**src/rtl/disable_watchdog.sv**
```systemverilog
// disable_watchdog
//   Initiator side of the job-abort ("disable") handshake. Watches a target's
//   start/done pulses, counts cycles while a job is in flight and, on overrun,
//   raises a level kill request until the target acknowledges it. If the
//   acknowledge does not arrive within ACK_LIMIT cycles, a sticky error is
//   flagged until enable is dropped.
//
//   Optional build macro: WDOG_KILL_COUNT_EN adds the kill_count port and an
//   8-bit saturating count of acknowledged kills.
//
// Ports
//   clk          in   rising-edge clock
//   rst_n        in   asynchronous active-low reset
//   enable       in   watchdog armed; low returns to IDLE
//   tgt_start    in   pulse: target began a job
//   tgt_done     in   pulse: target finished normally
//   tgt_kill_ack in   target has aborted (pulse or level)
//   tgt_kill     out  kill request, held until ack / error / disable
//   busy         out  high while watching or killing
//   error        out  sticky: kill was never acknowledged
//   elapsed      out  cycle count of the in-flight job
//   kill_count   out  saturating acknowledged-kill count (macro only)
module disable_watchdog #(
   parameter int TIMEOUT   = 4,
   parameter int ACK_LIMIT = 8,
   parameter int CNT_W     = 8
) (
   input  logic             clk,
   input  logic             rst_n,
   input  logic             enable,
   input  logic             tgt_start,
   input  logic             tgt_done,
   input  logic             tgt_kill_ack,
   output logic             tgt_kill,
   output logic             busy,
   output logic             error,
   output logic [CNT_W-1:0] elapsed
`ifdef WDOG_KILL_COUNT_EN
   ,
   output logic [7:0]       kill_count
`endif
);

   localparam logic [CNT_W-1:0] TIMEOUT_C = CNT_W'(TIMEOUT);
   localparam logic [CNT_W-1:0] ACK_MAX_C = CNT_W'(ACK_LIMIT - 1);

   typedef enum logic [1:0] {IDLE, WATCH, KILL, ERROR} state_e;

   state_e           state_q;
   logic [CNT_W-1:0] elapsed_q;
   logic [CNT_W-1:0] ack_cnt_q;
   logic             tgt_kill_q;
   logic             busy_q;
   logic             error_q;
`ifdef WDOG_KILL_COUNT_EN
   logic [7:0]       kill_count_q;
`endif

   always_ff @(posedge clk or negedge rst_n) begin
      if (!rst_n) begin
         state_q      <= IDLE;
         elapsed_q    <= '0;
         ack_cnt_q    <= '0;
         tgt_kill_q   <= 1'b0;
         busy_q       <= 1'b0;
         error_q      <= 1'b0;
`ifdef WDOG_KILL_COUNT_EN
         kill_count_q <= '0;
`endif
      end else begin
         case (state_q)
            IDLE: begin
               // Stray done/ack pulses are ignored here.
               if (enable && tgt_start) begin
                  state_q   <= WATCH;
                  elapsed_q <= CNT_W'(1);
                  busy_q    <= 1'b1;
               end
            end
            WATCH: begin
               // Done beats the timeout when both land on the same edge.
               if (!enable || tgt_done) begin
                  state_q   <= IDLE;
                  elapsed_q <= '0;
                  busy_q    <= 1'b0;
               end else if (elapsed_q == TIMEOUT_C) begin
                  state_q    <= KILL;
                  ack_cnt_q  <= '0;
                  tgt_kill_q <= 1'b1;
               end else begin
                  elapsed_q <= elapsed_q + CNT_W'(1);
               end
            end
            KILL: begin
               if (!enable) begin
                  state_q    <= IDLE;
                  elapsed_q  <= '0;
                  tgt_kill_q <= 1'b0;
                  busy_q     <= 1'b0;
               end else if (tgt_kill_ack) begin
                  state_q    <= IDLE;
                  elapsed_q  <= '0;
                  tgt_kill_q <= 1'b0;
                  busy_q     <= 1'b0;
`ifdef WDOG_KILL_COUNT_EN
                  if (kill_count_q != 8'hFF) kill_count_q <= kill_count_q + 8'd1;
`endif
               end else if (ack_cnt_q == ACK_MAX_C) begin
                  // Target never answered: drop the request and latch error.
                  state_q    <= ERROR;
                  tgt_kill_q <= 1'b0;
                  busy_q     <= 1'b0;
                  error_q    <= 1'b1;
               end else begin
                  ack_cnt_q <= ack_cnt_q + CNT_W'(1);
               end
            end
            ERROR: begin
               if (!enable) begin
                  state_q   <= IDLE;
                  elapsed_q <= '0;
                  error_q   <= 1'b0;
               end
            end
            default: begin
               state_q    <= IDLE;
               elapsed_q  <= '0;
               tgt_kill_q <= 1'b0;
               busy_q     <= 1'b0;
               error_q    <= 1'b0;
            end
         endcase
      end
   end

   assign tgt_kill = tgt_kill_q;
   assign busy     = busy_q;
   assign error    = error_q;
   assign elapsed  = elapsed_q;
`ifdef WDOG_KILL_COUNT_EN
   assign kill_count = kill_count_q;
`endif

endmodule

```
**config.mk**
```make
export PLATFORM = sky130hd
export DESIGN_NAME = disable_watchdog
export DESIGN_NICKNAME = d
export VERILOG_FILES = /design/src/rtl/disable_watchdog.sv
export SDC_FILE = /design/constraint.sdc
export NUM_CORES = 1
export LEC_CHECK = 0
export ABC_AREA = 1
export BUFFER_PORTS_ARGS = -buffer_cell sky130_fd_sc_hd__buf_2
export CAP_MARGIN = 20
export CORE_MARGIN = 4
export CORE_UTILIZATION = 30
export DETAILED_ROUTE_END_ITERATION = 12
export GPL_TIMING_DRIVEN = 1
export SYNTH_ARGS = -nofsm -noshare
export SYNTH_HDL_FRONTEND = slang
export SYNTH_SLANG_ARGS = --single-unit
export TNS_END_PERCENT = 10
```
**constraint.sdc**
```tcl
create_clock -name clk -period 1.4 [get_ports clk]
set_input_delay 0.14 -clock clk [delete_from_list [all_inputs] [get_ports clk]]
set_output_delay 0.14 -clock clk [all_outputs]
set_load 0.1 [all_outputs]
```
==> results of run 1 <==
cell usage after synthesis, types with 2 or more instances:
cell / n
nand3_2: 2
o21bai_1: 3
nand2_4: 4
o21ai_0: 9
dfrtp_1: 21
inv_2: 4
nor2_4: 2
o21ai_4: 2
nand2_1: 75
nor3_1: 3
o21ai_1: 3
ha_1: 9
nand4_1: 6
nor2_1: 18
inv_1: 27
nand3_1: 19
power groups by stage:
| stage | logic, mW | clock network [mW] | registers (mW) |
|---|---|---|---|
| after floorplan | 0.577 | 0 | 1.12 |
| after global placement | 1.35 | 0 | 0.774 |
| after CTS | 1.48 | 0.435 | 0.771 |
| after detailed placement | 1.35 | 0 | 0.781 |
| after global routing | 1.81 | 0.453 | 0.785 |
| final | 1.67 | 0.416 | 0.773 |
cell type report:
type	instances	area [um2]	area share
clock buffer	3	41.3	0.0182
inverter	31	121	0.0536
tap	67	83.8	0.0370
timing repair buffer	56	435	0.192
sequential	21	544	0.240
clock inverter	1	5.00	0.00221
multi-input combinational	164	1030	0.457
metal layers:
| layer | global-route usage | up-vias |
|---|---|---|
| met5 | 0 | - |
| met4 | 0.0103 | 0 |
| met3 | 0.0181 | 0 |
| met2 | 0.237 | 20 |
| met1 | 0.163 | 707 |
| li1 | - | 807 |
timing repair:
action	in CTS	in global routing
endpoints found under the setup margin	21	21
gates cloned	0	1
pin swaps	7	14
gates resized for setup	16	28
setup buffers	9	6
hold buffers	1	0
hold endpoints to repair	21	0
state kept, by name (all words and copies together), names as in the netlist:
name	flops
ack_cnt_q	8
elapsed	8
state_q	2
busy	1
error	1
tgt_kill	1
stage by stage:
step	instances	setup slack (ns)	setup TNS (ns)
4_1_cts	336	-0.0633	-0.781
2_1_floorplan	216	-0.122	-1.57
3_3_place_gp	322	-0.171	-1.96
6_report	343	-0.0852	-1.18
3_5_place_dp	322	-0.178	-2.23
5_1_grt	343	-0.170	-2.86
critical path, cell delays in order, from the launching register on:
cell     delay [ns]
dfrtp_4        0.51
inv_4          0.07
ha_4           0.13
nand3_4        0.08
nor2_4         0.14
nand2_4        0.12
nand2_8        0.13
buf_4          0.12
nand3_1        0.06
nand2_1        0.06
worst min-delay path by stage:
stage | endpoint | cells after the start | startpoint
CTS | tgt_kill | 6 | tgt_done
finish | elapsed[1] | 6 | tgt_done
global placement | elapsed[0] | 1 | rst_n
floorplan | ack_cnt_q[0] | 0 | rst_n
global route | elapsed[1] | 6 | tgt_done
detailed placement | elapsed[2] | 1 | rst_n
logic make-up after synthesis:
| group | after synthesis | synth area share |
|---|---|---|
| buf+inv | 32 | 0.0809 |
| compound gates | 19 | 0.0842 |
| flops | 21 | 0.343 |
| fa+ha+maj | 9 | 0.0736 |
| simple gates | 134 | 0.412 |
| xor+xnor | 1 | 0.00572 |
cells in the final DEF, fill, tap and decap left out, drive strengths merged:
cell          n
or2           1
buf          55
nor3          3
a21oi         2
nand2        81
inv          31
clkbuf        3
xor2          1
ha            9
clkinv        1
dlygate4sd3   1
o21ai        14
dfrtp        21
nand3        21
nand3b        1
o21bai        3
nand4         6
nor2         22
==> metrics, run 1 <==
Area Growth Syn to Fin 48.1%; Max Clk Rate 673 MHz; DR pass1 iterations 5; initial antenna violation count 0; Startpoint Class flip-flop; filler cell count 501; RR Startpoint elapsed[0]; share of cells above drive strength 1 0.406; Max Slew Vio Count 0; Placement Cell Area 1930 um2; total number of vias 1,534; Detail Route Antenna Nets 0; synthesized cell area 1530 um2; CTS tree yes; vias in the first global route 1,444; die height 79.4 um; failing checks setup timing; unrepaired setup endpoints after global routing yes; fin area 2270 um2; warnings from Yosys 0; Sinks on Clock Net 21; maximum number of pins on one net before global-route repair 22; length of routed met2 wiring 2110 um; Final Hold Fails 0; Clk Latency, worst-skew pair 0.26 ns; Max Cap Violations 0; clock period minus worst slack 1.49 ns; initial drt markers 66; Max FO, Critical Path 7; Post-Route WL 4030 um; VDD IR max 555 uV; Synth Register Bits 21; core area 4820 um2; Root Buffer clkbuf_8; Critical Path Source elapsed[0]; r2r setup slk -0.09 ns; IO Port Bufs 16; met3 WL post-DR 111 um; IO Count 17; worst r2r path cells 9; largest cells by area after synthesis dfrtp_1 (34%), nand2_1 (18%), ha_1 (7.4%), inv_1 (6.6%), nand3_1 (6.2%); cell taking the most area after synthesis dfrtp_1; sequential share of power 0.270; Critical Path End Type flip-flop; Initial Utilization 0.318; die area 6310 um2; Num CTS Buffers 3; M1 wire length 1810 um; final critical-path share of the clock period 1.06; reg2reg end ack_cnt_q[6]; Gate Count Post-Synth 216; row count 25; Switch Pwr 1.34 mW; Hold Slack 0.335 ns; pwr/cell area 1260 nW/um2; Comb pwr share 0.585; WP data required 1.60 ns; post-synth top area share 0.343; clock-pin slew on the worst setup and hold paths 0.09 ns; final worst slack -0.0852 ns; residual DRC count 0; WS Path Type reg2reg; H-tree depth 1; diode count 0; Placer Congestion 0.846; P_leak 1.17 nW; Syn Nets 231; Netlist cell types 25; Total Power Consumption 2.86 mW; total grt overflow 0; internal power 1.52 mW; average size of a mapped cell 7.08 um2; Seq/Total Area, Yosys 0.343; CP arrival 1.69 ns; global-route wire length before repair 6600 um; clock share of power 0.145; Net Sw Frac 0.469; Top Layer Used met3; Via density 4.47; async set or reset register ratio after synthesis 1.00; die width 79.4 um; Final #Nets 292; gr usage total 0.128; worst slew pin tran 0.493 ns; Finished Core Util 0.470; EDFF count, synth 0; endpoints failing setup 20; drt wl/cell 11.8 um; Setup crit end ack_cnt_q[6]; Longest Clk Path Bufs 2; status finished, violations left; ys flop type dfrtp_1; Setup Skew 0.00317 ns; Hold Crit Class in2reg; dpl hpwl 3020 um; Slew HR 0.671
No activity file was read; power rests on OpenSTA's default activity.
==> run 2, diff against run 1 <==
ABC_AREA = default   (was 1)
==> run 2 against run 1 <==
  * The flow still finishes with violations (setup timing)
  * Largest power group unchanged
  * Highest routed layer is now met4
  * Critical path depth shrank 3
  * Synthesized cell count shrank 29%
  * Hold slack lost 0.0016 ns
  * Total power grew 14%
  * Combinational power grew 21%
  * Via count shrank 2.5%
  * Clock power grew 1%
  * Fmax shrank 25%
  * Worst setup slack lost 0.50 ns
  * Wire length grew 2.9%
  * Sequential share of layout area grew 1.3 points
  * Largest cell class unchanged
==> metrics, run 2 <==
endpoints failing setup 21; area of the multi-input gates 927 um2; unrepaired setup endpoints after global routing yes; Root Buffer clkbuf_8; status finished, violations left; Post-Route WL 4150 um; Finished Core Util 0.474; Longest Clk Path Bufs 2; Clk Latency, worst-skew pair 0.27 ns; cell taking the most area after synthesis dfrtp_1; async set or reset register ratio after synthesis 1.00; Placer Congestion 0.875; count leader, synth dfrtp_1; largest cells by area after synthesis dfrtp_1 (37%), ha_1 (7.8%), o31ai_1 (4.2%), o21ai_0 (3.8%), o211ai_1 (3.7%); vias in the first global route 1,491; CP bufs+invs 1; maximum number of pins on one net before global-route repair 22; Compound-Gate Fraction of Synth Area 0.283; Critical Path End Type flip-flop; clock period minus worst slack 1.99 ns; global-route wire length before repair 7040 um; post-synthesis simple-gate area fraction 0.232; H-tree depth 1; Num CTS Buffers 3; residual DRC count 0; initial antenna violation count 0; Hold Slack 0.333 ns; adder-cell share of the synthesized area 0.0783; largest family of logic cells by synthesized area compound AO/OA/AOI/OAI gates; Max FO, Critical Path 5; post-synthesis mux area share 0.00783; Final Hold Fails 0; total number of vias 1,495; DR pass1 iterations 4; Max Clk Rate 503 MHz; warnings from Yosys 0; Synth Register Bits 21; CTS tree yes; ys flop type dfrtp_1; IO Port Bufs 16; Hold Crit Class in2reg; Detail Route Antenna Nets 0; Netlist cell types 49; CP Cell Sequence inv_4, ha_4, or4b_4, o32a_1, o21ai_0, o211ai_1; pwr/cell area 1530 nW/um2; Via density 5.44; core area 4500 um2; die area 5970 um2; initial drt markers 52; final worst slack -0.588 ns; Slew HR 0.664; worst slew pin tran 0.503 ns; Area Growth Syn to Fin 48.3%; Initial Utilization 0.319; share of cells above drive strength 1 0.453; average size of a mapped cell 9.40 um2; Startpoint Class flip-flop; commonest cells after routing, fill and taps aside buf_4 (55), dfrtp_1 (13), buf_2 (12); Final #Nets 239; final critical-path share of the clock period 1.42; family with the most delay on the worst path compound AO/OA/AOI/OAI gates; Gate Count Post-Synth 153; P_leak 0.950 nW; Setup Skew 0.00521 ns; row count 24; Seq/Total Area, Yosys 0.365; post-synth top area share 0.365; clock-pin slew on the worst setup and hold paths 0.09 ns; Max Slew Vio Count 0; die width 77.3 um; IO Count 17; synthesized cell area 1440 um2; filler cell count 418; list of most frequent post-synthesis cells dfrtp_1 (21), o21ai_0 (11), ha_1 (9), nand2_1 (9); CP arrival 2.13 ns; XOR/XNOR share of the synthesized area 0; Seq. cell area 541 um2; total grt overflow 0; Syn Nets 168; drt wl/cell 15.1 um; VDD IR max 599 uV; Sinks on Clock Net 21; Total Power Consumption 3.26 mW; Crit-path slowest cell dfrtp_4; WP data required 1.54 ns; die height 77.3 um; WS Path Type reg2reg; Max Cap Violations 0; Setup Fix Bufs, Post-CTS 0; EDFF count, synth 0; crit-path max cell delay 0.50 ns; commonest non-fill, non-tap cell in the layout buf_4; dpl hpwl 3170 um; failing checks setup timing; gr usage total 0.143; diode count 0
==> run 2: report_power, final <==
| part | leakage (nW) | internal [mW] | switching (mW) | total [mW] |
|---|---|---|---|---|
| sequential | 0.258 | 0.739 | 0.0841 | 0.823 |
| clock | 0.0228 | 0.203 | 0.219 | 0.422 |
| combinational | 0.669 | 0.883 | 1.14 | 2.02 |
==> run 2: worst paths after layout <==
check | start | endpoint | slack, ns | cells after the start
max reg2reg | elapsed[1] | ack_cnt_q[4] | -0.59 | 6
max | elapsed[1] | ack_cnt_q[4] | -0.59 | 6
min | tgt_done | elapsed[6] | 0.33 | 4
max in group asynchronous | rst_n | elapsed[0] | 0.65 | 2
min in group asynchronous | rst_n | elapsed[7] | 0.37 | 2
min reg2reg | tgt_kill | tgt_kill | 0.53 | 2
==> run 2: cells by family after synthesis <==
group | Yosys count
AOI/OAI and AO/OA | 54
muxes | 1
and+or+nand+nor | 55
DFF | 21
buffers and inverters | 13
adders and majority gates | 9
==> run 2: layer usage <==
metal,part of all wire,vias up,track usage
li1,-,747,-
met3,0.039,4,0.0281
met1,0.47,715,0.185
met2,0.49,29,0.244
met4,0.0026,0,0.0320
met5,0,-,0
==> run 2: what timing repair did <==
item	in CTS	in global routing
cloned	0	0
pin swaps	5	0
endpoints found under the setup margin	21	24
resized for setup	6	11
hold endpoints to repair	21	0
hold buffers	1	0
==> run 2: area by class of cell <==
| type | count | share of cell area |
|---|---|---|
| clock buffers | 4 | 0.0211 |
| inverters | 7 | 0.0147 |
| multi-input cells | 119 | 0.434 |
| flip-flops and latches | 21 | 0.253 |
| well taps | 52 | 0.0305 |
| repair buffers | 72 | 0.246 |
==> run 2: tightest hold or removal path: stages <==
cell	delay, ns
buf_2	0.11
or4bb_1	0.12
or3_1	0.10
o211ai_1	0.09
==> run 2: stage by stage <==
stage	area, um2	instances	setup TNS (ns)	setup slack, ns
3_5_place_dp	2020	270	-10.30	-0.625
6_report	2130	275	-10.03	-0.588
2_1_floorplan	1470	153	-14.65	-0.854
3_3_place_gp	2020	270	-9.96	-0.586
5_1_grt	2130	275	-11.99	-0.665
4_1_cts	2100	275	-10.18	-0.583
==> run 3, diff against run 2 <==
RECOVER_POWER = 25   (was default)
==> run 3 against run 2 <==
  * The flow still finishes with violations (setup timing)
  * Sequential share of layout area is the same
  * Clock skew unchanged
  * Fmax did not move
  * Utilization unchanged
  * Cell area stayed put
  * Largest power group unchanged
  * Count of clock-buffer cells in the layout unchanged
  * Via count is the same
==> metrics, run 3 (synthesis results as in run 2) <==
Post-Route WL 4150 um; Root Buffer clkbuf_8; Max FO, Critical Path 5; Finished Core Util 0.474; WS Path Type reg2reg; Sinks on Clock Net 21; Placement Cell Area 2020 um2; VDD IR max 599 uV; setup TNS -10.03 ns; Num CTS Buffers 3; drt wl/cell 15.1 um; worst slew pin tran 0.560 ns; IO Count 17; maximum number of pins on one net before global-route repair 22; clock period minus worst slack 1.99 ns; Initial Utilization 0.319; Area Growth Syn to Fin 48.3%; Max Cap Violations 0; filler cell count 418; pwr/cell area 1530 nW/um2; Final Hold Fails 0; Placer Congestion 0.875; Setup Skew 0.00521 ns; total grt overflow 0; endpoints failing setup 21; Most Crowded Layer GR met2; die area 5970 um2; CP arrival 2.13 ns; IO Port Bufs 16; core area 4500 um2; initial drt markers 52; Hold Slack 0.333 ns; commonest non-fill, non-tap cell in the layout buf_4; status finished, violations left; final worst slack -0.588 ns; total number of vias 1,495; gr usage total 0.143; unrepaired setup endpoints after global routing yes; Slew HR 0.627; row count 24; commonest cells after routing, fill and taps aside buf_4 (55), dfrtp_1 (13), buf_2 (11); Critical Path End Type flip-flop; Hold Crit Class in2reg; die height 77.3 um; DR pass1 iterations 4; global-route wire length before repair 7040 um; die width 77.3 um; dpl hpwl 3170 um; fin area 2130 um2; Final #Nets 239; vias in the first global route 1,491; H-tree depth 1; Max Slew Vio Count 0; residual DRC count 0; Clk Latency, worst-skew pair 0.27 ns; Max Clk Rate 503 MHz; Longest Clk Path Bufs 2; initial antenna violation count 0; M2 GR Usage 0.244; failing checks setup timing; P_leak 0.950 nW; Setup Fix Bufs, Post-CTS 0; share of cells above drive strength 1 0.453; met1 GRT Util 0.185; clock-pin slew on the worst setup and hold paths 0.09 ns; Startpoint Class flip-flop; pre-CTS setup slack -0.625 ns; final critical-path share of the clock period 1.42; WP data required 1.54 ns; met3 Use GR 0.0281; CTS tree yes; diode count 0; Via density 5.44; Detail Route Antenna Nets 0
==> run 3: cell types whose count changed in the layout (fill, tap and decap cells not counted) <==
cell / before / now
buf_2: 12 / 11
clkbuf_2: 0 / 1
==> run 3: final timing paths <==
path	from	cells after the start	slack, ns	end
worst max-delay path	elapsed[1]	6	-0.59	ack_cnt_q[4]
min in group asynchronous	rst_n	2	0.39	elapsed[7]
worst max register to register	elapsed[1]	6	-0.59	ack_cnt_q[4]
worst min-delay path	tgt_done	4	0.33	elapsed[6]
worst min register to register	tgt_kill	2	0.53	tgt_kill
max in group asynchronous	rst_n	2	0.59	elapsed[0]
==> run 3: timing repair <==
action / 4_1_cts / 5_1_grt
gates resized for setup: 6 / 11
hold buffers: 1 / 0
setup endpoints to repair: 21 / 24
hold endpoints to repair: 21 / 0
pin swaps: 5 / 0
==> run 3: power by group <==
| group | leakage (nW) | total (mW) | internal [mW] | switching [mW] |
|---|---|---|---|---|
| clock network | 0.0228 | 0.422 | 0.203 | 0.219 |
| registers | 0.258 | 0.823 | 0.739 | 0.0841 |
| logic | 0.669 | 2.02 | 0.882 | 1.14 |
==> run 3: final cells by class <==
cell class	count	area, um2	area share
Timing Repair Buffer	72	526	0.246
Clock buffer	4	45.0	0.0211
Inverter	7	31.3	0.0147
Multi-Input combinational cell	119	927	0.434
Sequential cell	21	541	0.253
Tap cell	52	65.1	0.0305
==> run 3: per-layer routing <==
metal  routed length [um]  up-vias  share of wire
met1                 1950      715           0.47
met3                  162        4          0.039
met5                    0        -              0
met4                   11        0         0.0026
li1                     -      747              -
met2                 2030       29           0.49
==> run 3: metrics by stage <==
stage                     std cells  power, mW
after floorplan                 153       1.94
after global placement          270       2.74
after detailed placement        270       2.74
after CTS                       275       3.22
after global routing            275       3.48
final                           275       3.26
==> run 3: critical path: stages, from the launching register on <==
cell and delay, ns:
dfrtp_4 0.50, inv_4 0.07, ha_4 0.12, or4b_4 0.50, o32a_1 0.39, o21ai_0 0.18
o211ai_1 0.11
